==> src/rtl/pipe_ctrl_pkg.sv <==
// pipe_ctrl_pkg
//   Shared definitions for the pipeline hazard/flush controller:
//   controller state encoding, register-index width, flush counter
//   width and the fixed pipeline-register indices that do not move
//   with NSTAGE (pc and if_id).
package pipe_ctrl_pkg;

    localparam int REG_ADDR_W = 5;
    localparam int FCNT_W     = 3;

    // Register positions that are the same for every pipeline depth
    localparam int STG_PC    = 0;
    localparam int STG_IF_ID = 1;

    typedef enum logic [1:0] {
        ST_RUN   = 2'd0,
        ST_HOLD  = 2'd1,
        ST_FLUSH = 2'd2
    } state_e;

endpackage

==> src/rtl/pipe_ctrl_hazard.sv <==
// pipe_ctrl_hazard
//   Combinational load-use comparator: flags when the instruction in ID
//   reads a register that the load currently in EX will write. x0 never
//   creates a hazard.
// Ports
//   rs1_read / rs1_addr   ID source 1 enable and index
//   rs2_read / rs2_addr   ID source 2 enable and index
//   ex_load / ex_rd_addr  EX instruction is a load, and its destination
//   hazard                load-use hazard present this cycle
module pipe_ctrl_hazard
    import pipe_ctrl_pkg::*;
(
    input  logic                  rs1_read,
    input  logic [REG_ADDR_W-1:0] rs1_addr,
    input  logic                  rs2_read,
    input  logic [REG_ADDR_W-1:0] rs2_addr,
    input  logic                  ex_load,
    input  logic [REG_ADDR_W-1:0] ex_rd_addr,
    output logic                  hazard
);

    logic rs1_match;
    logic rs2_match;

    assign rs1_match = rs1_read && (rs1_addr == ex_rd_addr);
    assign rs2_match = rs2_read && (rs2_addr == ex_rd_addr);
    assign hazard    = ex_load && (ex_rd_addr != '0) && (rs1_match || rs2_match);

endmodule

==> src/rtl/pipe_ctrl.sv <==
// pipe_ctrl
//   Pipeline hazard/flush controller for an NSTAGE-register in-order core
//   (bit0=pc, 1=if_id, NSTAGE-3=id_ex, NSTAGE-2=ex_mem, ...). Detects
//   load-use hazards, absorbs multi-cycle EX holds and sequences
//   branch-redirect flushes. Priority: redirect > ex_hold > load-use.
// Ports
//   clk, rst                   clock, synchronous active-high reset
//   id_rs1_*/id_rs2_*          ID source-register reads
//   ex_load_i, ex_rd_addr_i    EX load and its destination
//   ex_hold_i                  EX multi-cycle unit busy
//   redirect_i/_addr_i         EX-resolved redirect and target
//   stall_o / flush_o          per-register hold / bubble-insert
//   pc_redirect_o/_addr_o      PC load request and target
//   hold_timeout_o             sticky EX-hold watchdog flag
//   stall_cnt_o, flush_cnt_o   stall-cycle / redirect counters
//                              (only with PIPE_CTRL_PERF_EN defined)
// Configuration macro: PIPE_CTRL_PERF_EN (undefined by default).
module pipe_ctrl
    import pipe_ctrl_pkg::*;
#(
    parameter int NSTAGE    = 5,
    parameter int XLEN      = 32,
    parameter int FLUSH_CYC = 1,
    parameter int HOLD_MAX  = 64,
    parameter int CNT_W     = 16
) (
    input  logic                  clk,
    input  logic                  rst,
    input  logic                  id_rs1_read_i,
    input  logic [REG_ADDR_W-1:0] id_rs1_addr_i,
    input  logic                  id_rs2_read_i,
    input  logic [REG_ADDR_W-1:0] id_rs2_addr_i,
    input  logic                  ex_load_i,
    input  logic [REG_ADDR_W-1:0] ex_rd_addr_i,
    input  logic                  ex_hold_i,
    input  logic                  redirect_i,
    input  logic [XLEN-1:0]       redirect_addr_i,
    output logic [NSTAGE-1:0]     stall_o,
    output logic [NSTAGE-1:0]     flush_o,
    output logic                  pc_redirect_o,
    output logic [XLEN-1:0]       pc_redirect_addr_o,
`ifdef PIPE_CTRL_PERF_EN
    output logic [CNT_W-1:0]      stall_cnt_o,
    output logic [CNT_W-1:0]      flush_cnt_o,
`endif
    output logic                  hold_timeout_o
);

    localparam int EXI    = NSTAGE - 3;
    localparam int HCNT_W = $clog2(HOLD_MAX + 1);
    localparam logic [HCNT_W-1:0] HCNT_MAX  = HCNT_W'(HOLD_MAX);
    localparam logic [FCNT_W-1:0] FCNT_INIT = FCNT_W'(FLUSH_CYC);

    if (NSTAGE < 4 || FLUSH_CYC < 0 || FLUSH_CYC > 7 || HOLD_MAX < 1 || CNT_W < 1) begin : g_param_check
        $error("pipe_ctrl: parameter out of range");
    end

    state_e              state_q, state_n;
    logic [FCNT_W-1:0]   fcnt_q, fcnt_n;
    logic [HCNT_W-1:0]   hcnt_q, hcnt_n;
    logic                timeout_q, timeout_n;
    logic                load_use;
    logic                in_flush;

    pipe_ctrl_hazard u_hazard (
        .rs1_read   (id_rs1_read_i),
        .rs1_addr   (id_rs1_addr_i),
        .rs2_read   (id_rs2_read_i),
        .rs2_addr   (id_rs2_addr_i),
        .ex_load    (ex_load_i),
        .ex_rd_addr (ex_rd_addr_i),
        .hazard     (load_use)
    );

    // A flush frozen by an EX hold is still pending while in HOLD, so
    // the remaining if_id flush resumes as soon as the hold drops.
    assign in_flush = (state_q != ST_RUN) && (fcnt_q != '0);

    // State register plus the flush/hold counters and the sticky watchdog
    always_ff @(posedge clk) begin
        if (rst) begin
            state_q   <= ST_RUN;
            fcnt_q    <= '0;
            hcnt_q    <= '0;
            timeout_q <= 1'b0;
        end else begin
            state_q   <= state_n;
            fcnt_q    <= fcnt_n;
            hcnt_q    <= hcnt_n;
            timeout_q <= timeout_n;
        end
    end

    // Next state: a redirect restarts the flush sequence, a hold freezes
    // the flush count and accumulates hold cycles, otherwise any pending
    // flush counts down. Any cycle without an active hold clears hcnt.
    always_comb begin
        state_n   = state_q;
        fcnt_n    = fcnt_q;
        hcnt_n    = '0;
        timeout_n = timeout_q;
        if (redirect_i) begin
            fcnt_n  = FCNT_INIT;
            state_n = (FLUSH_CYC > 0) ? ST_FLUSH : ST_RUN;
        end else if (ex_hold_i) begin
            state_n = ST_HOLD;
            hcnt_n  = (hcnt_q == HCNT_MAX) ? hcnt_q : hcnt_q + HCNT_W'(1);
            if (hcnt_n == HCNT_MAX) begin
                timeout_n = 1'b1;
            end
        end else if (in_flush) begin
            fcnt_n  = fcnt_q - FCNT_W'(1);
            state_n = (fcnt_q == FCNT_W'(1)) ? ST_RUN : ST_FLUSH;
        end else begin
            state_n = ST_RUN;
        end
    end

    // Outputs: decided combinationally from inputs and state, forced to
    // zero while reset is asserted. A load-use from ID is ignored during
    // flush cycles because ID then holds a wrong-path or bubble slot.
    always_comb begin
        stall_o            = '0;
        flush_o            = '0;
        pc_redirect_o      = 1'b0;
        pc_redirect_addr_o = '0;
        if (!rst) begin
            if (redirect_i) begin
                pc_redirect_o      = 1'b1;
                pc_redirect_addr_o = redirect_addr_i;
                for (int k = STG_IF_ID; k <= EXI; k++) begin
                    flush_o[k] = 1'b1;
                end
            end else if (ex_hold_i) begin
                for (int k = STG_PC; k <= EXI; k++) begin
                    stall_o[k] = 1'b1;
                end
                flush_o[EXI+1] = 1'b1;
            end else if (in_flush) begin
                flush_o[STG_IF_ID] = 1'b1;
            end else if (load_use) begin
                for (int k = STG_PC; k < EXI; k++) begin
                    stall_o[k] = 1'b1;
                end
                flush_o[EXI] = 1'b1;
            end
        end
    end

    assign hold_timeout_o = timeout_q;

`ifdef PIPE_CTRL_PERF_EN
    // Saturating counters of stalled cycles and of redirects
    always_ff @(posedge clk) begin
        if (rst) begin
            stall_cnt_o <= '0;
            flush_cnt_o <= '0;
        end else begin
            if ((|stall_o) && (stall_cnt_o != '1)) begin
                stall_cnt_o <= stall_cnt_o + CNT_W'(1);
            end
            if (pc_redirect_o && (flush_cnt_o != '1)) begin
                flush_cnt_o <= flush_cnt_o + CNT_W'(1);
            end
        end
    end
`endif

endmodule

==> config.mk <==
export PLATFORM = sky130hd
export DESIGN_NAME = pipe_ctrl
export DESIGN_NICKNAME = d
export VERILOG_FILES = /design/src/rtl/pipe_ctrl_pkg.sv /design/src/rtl/pipe_ctrl_hazard.sv /design/src/rtl/pipe_ctrl.sv
export SDC_FILE = /design/constraint.sdc
export NUM_CORES = 1
export LEC_CHECK = 0
export ABC_AREA = 1
export BUFFER_PORTS_ARGS = -buffer_cell sky130_fd_sc_hd__buf_2
export CAP_MARGIN = 20
export CORE_MARGIN = 2
export CORE_UTILIZATION = 38
export CTS_CLUSTER_SIZE = 14
export DETAILED_ROUTE_END_ITERATION = 6
export PLACE_DENSITY = 0.89
export SYNTH_ARGS = -nofsm -noshare
export SYNTH_HDL_FRONTEND = slang
export SYNTH_SLANG_ARGS = --single-unit
==> constraint.sdc <==
create_clock -name clk -period 1.94 [get_ports clk]
set_clock_uncertainty 0.1 [all_clocks]
set_input_delay 0.291 -clock clk [delete_from_list [all_inputs] [get_ports clk]]
set_output_delay 0.291 -clock clk [all_outputs]
set_load 0.02 [all_outputs]
==> metrics.md <==
| Metric | Value |
|---|---|
| Outcome | `finished, final reports clean` |
| Synth Flop Type | `dfxtp_1` |
| Number of global-route vias before repair | `1,382` |
| Leading cell type by number of instances after synthesis | `nor2_1` |
| Clock period minus worst slack | `about 1900 ps` |
| Top cell type by total area after synthesis | `dfxtp_1` |
| Fin. max-slew vios | `0` |
| Max_cap viols | `0` |
| Wl on met1 | `around 1400 um` |
| Post-placement cell area | `~1600 sq um` |
| DR top layer | `met4` |
| Main area contributors after synthesis | `dfxtp_1 (22%), nor2_1 (20%), nand2_1 (19%), inv_1 (6.8%), ha_1 (5.4%)` |
| Diodes inserted | `0` |
| Ys Warns | `0` |
| Iter 0 DRT Violations | `40` |
| Mean Syn Cell Area | `around 5.5 sq um` |
| Sinks on Clock Net | `13` |
| Row count | `20` |
| Synth Area in XOR/XNOR | `between 3 and 4%` |
| Mapped Area | `approximately 1200 sq um` |
| Endpoints failing setup | `0` |
| Hold Path Class | `in -> reg` |
| Arrival @ worst endpoint | `~1500 ps` |
| RSZ-0062 raised after global routing | `true` |
| Top Ports | `98` |
| Sequential share of the synthesized area | `22.3%` |
| Placed Cells | `330` |
| Setup crit start kind | `flop` |
| Routed WL per cell | `9.81 um` |
| Compound-cell area share of the yosys netlist | `8.68%` |
| Synth Area in Adders | `under 10%` |
| IO Port Bufs | `93` |
| Yosys reg bits | `13` |
| Critical path class | `reg -> out` |
| Initial antenna violation count | `0` |
| CTS H-tree lvls | `1` |
| Total negative slack | `0 ps` |
| Met2 wire len | `~1600 um` |
| Synth unique cells | `23` |
| Post-synthesis mux area share | `0%` |
| RePlAce Congestion | `0.867` |
| Worst EP required | `1550 ps` |
| CP max stage delay | `340 ps` |
| Chip Width | `59.4 um` |
| Largest net degree at the start of global routing | `33` |
| Largest family of logic cells by synthesized area | `simple AND/OR/NAND/NOR gates` |
| Layout Nets | `~370` |
| Die area | `3530 sq um` |
| Hold slack | `~210 ps` |
| Top cell type's share of synthesized area | `22.3%` |
| Slowest-stage cell, CP | `dfxtp_2` |
| Grt ovf | `0` |
| Critical path fanouts, max | `3` |
| CTS tree | `done` |
| Die height | `slightly below 60 um` |
| Simple-Gate Fraction of Synth Area | `46.8%` |
| Share of post-route cells with drive strength above 1 | `39.0%` |
| Utilization after layout | `58.2%` |
| Worst-path clk slew | `about 80 ps` |
| Post-synth EDFFs | `0` |
| Power density cells | `406 nW/um^2` |
| Finished Cell Area | `1730 sq um` |
| Worst setup EP type | `output port` |
| Pre-CTS setup slack | `between 200 and 300 ps` |
| Global-route wire length before repair | `around 5300 um` |
| Final period utilization | `96.6%` |
| CTS Root Cell | `clkbuf_4` |
| Layout Cells excl Fill | `about 340` |
| Final WL | `3320 um` |
| Max frequency | `534 MHz` |
| Setup ws final | `66.2 ps` |
| Core region area | `2980 sq um` |
| Crit path top cell by count | `nand2_2` |
| Final hold violations | `0` |
| Post-synth ARST share | `0%` |
| Final antenna-violating net count | `0` |
| Synthesized instance count | `approximately 210` |
| Met3 routed WL | `240 um` |
| Drt drc | `0` |
| First-pass iteration count of the detailed router | `4` |
| Routed vias | `1,549` |
| Vias per cell | `4.58` |
| Worst-path cell chain | `inv_2 -> ha_4 -> nand2_2 -> o21ai_2 -> nand2_1 -> a21oi_2 -> nand3_1 -> nand2_2 -> buf_6` |
| Clock buffer depth | `2` |
| Total power | `0.704 mW` |
| Post-DP HPWL | `2610 um` |
| Clk_lat worst skew | `280 ps` |
| Max IR drop VDD | `0.228 mV` |
| Leak Pwr | `1.00 nW` |
| Area Overhead vs Synth | `48.4%` |
| CTS Buf Count | `3` |
| Area of the multi-input gates | `791 sq um` |
| Synth top cells by count | `nor2_1 (61), nand2_1 (58), inv_1 (21)` |
| Tot GR Track Use | `19.2%` |
| Storage cell area | `263 sq um` |
| Fillers | `282` |
| Initial Util | `~39%` |
[registers in the layout (all words and copies together), names as in the netlist]
register	flops
hcnt_q	7
hold_timeout_o	1
state_q	2
fcnt_q	3
[cell usage in the layout (no fill, tap or decap), drive strengths merged, types with 3 or more instances in the layout]
cell / n
dfxtp: 13
o21ai: 9
xor2: 4
buf: 100
nand3: 10
clkbuf: 4
ha: 5
nand2: 59
inv: 21
nand4: 3
a21oi: 8
conb: 4
nor2: 62
[path summary, 6_finish.rpt]
| check | to | cells after the start | slack [ps] | startpoint |
|---|---|---|---|---|
| max reg2reg | fcnt_q[2] | 10 | 450 | fcnt_q[0] |
| max | stall_o[0] | 9 | 70 | fcnt_q[0] |
| min reg2reg | hold_timeout_o | 2 | 360 | hold_timeout_o |
| min | hold_timeout_o | 2 | 210 | rst |
[layout make-up]
cell class,instances,area share (%)
Tap cell,33,2.38
Sequential cell,13,15.2
Clock buffer,4,1.52
Inverter,21,4.55
Timing Repair Buffer,100,30.8
Multi-Input combinational cell,167,45.6
[critical path: cells and delay by family (launching register included)]
family                   cells  cell delay (ps)
AO/OA/AOI/OAI                2              190
adder cells (fa/ha/maj)      1              120
buffers and inverters        2              200
flip-flops                   1              340
AND/OR/NAND/NOR              4              350
[per-layer routing]
metal  vias to the layer above  global-route usage, %
li1                        824                      -
met1                       655                   21.8
met2                        65                   34.5
met3                         5                   3.28
met4                         0                   8.77
met5                         -                      0
[kinds of logic after synthesis]
kind of cell,after synthesis
simple gates,136
buf+inv,35
compound gates,18
flops,13
fa+ha+maj,5
xor+xnor,4
other cells,1
[repair_timing]
item / in CTS / in global routing
resized for setup: 4 / 12
endpoints found under the setup margin: 2 / 4
pin swaps: 0 / 4
hold buffers: 0 / 0
setup buffers: 0 / 4
[power by group]
part,internal [mW],leakage (nW),switching [mW]
Combinational,0.107,0.880,0.153
Clock,0.0799,0.0150,0.0870
Sequential,0.272,0.106,0.00424
(Power assumes the default switching activity.)
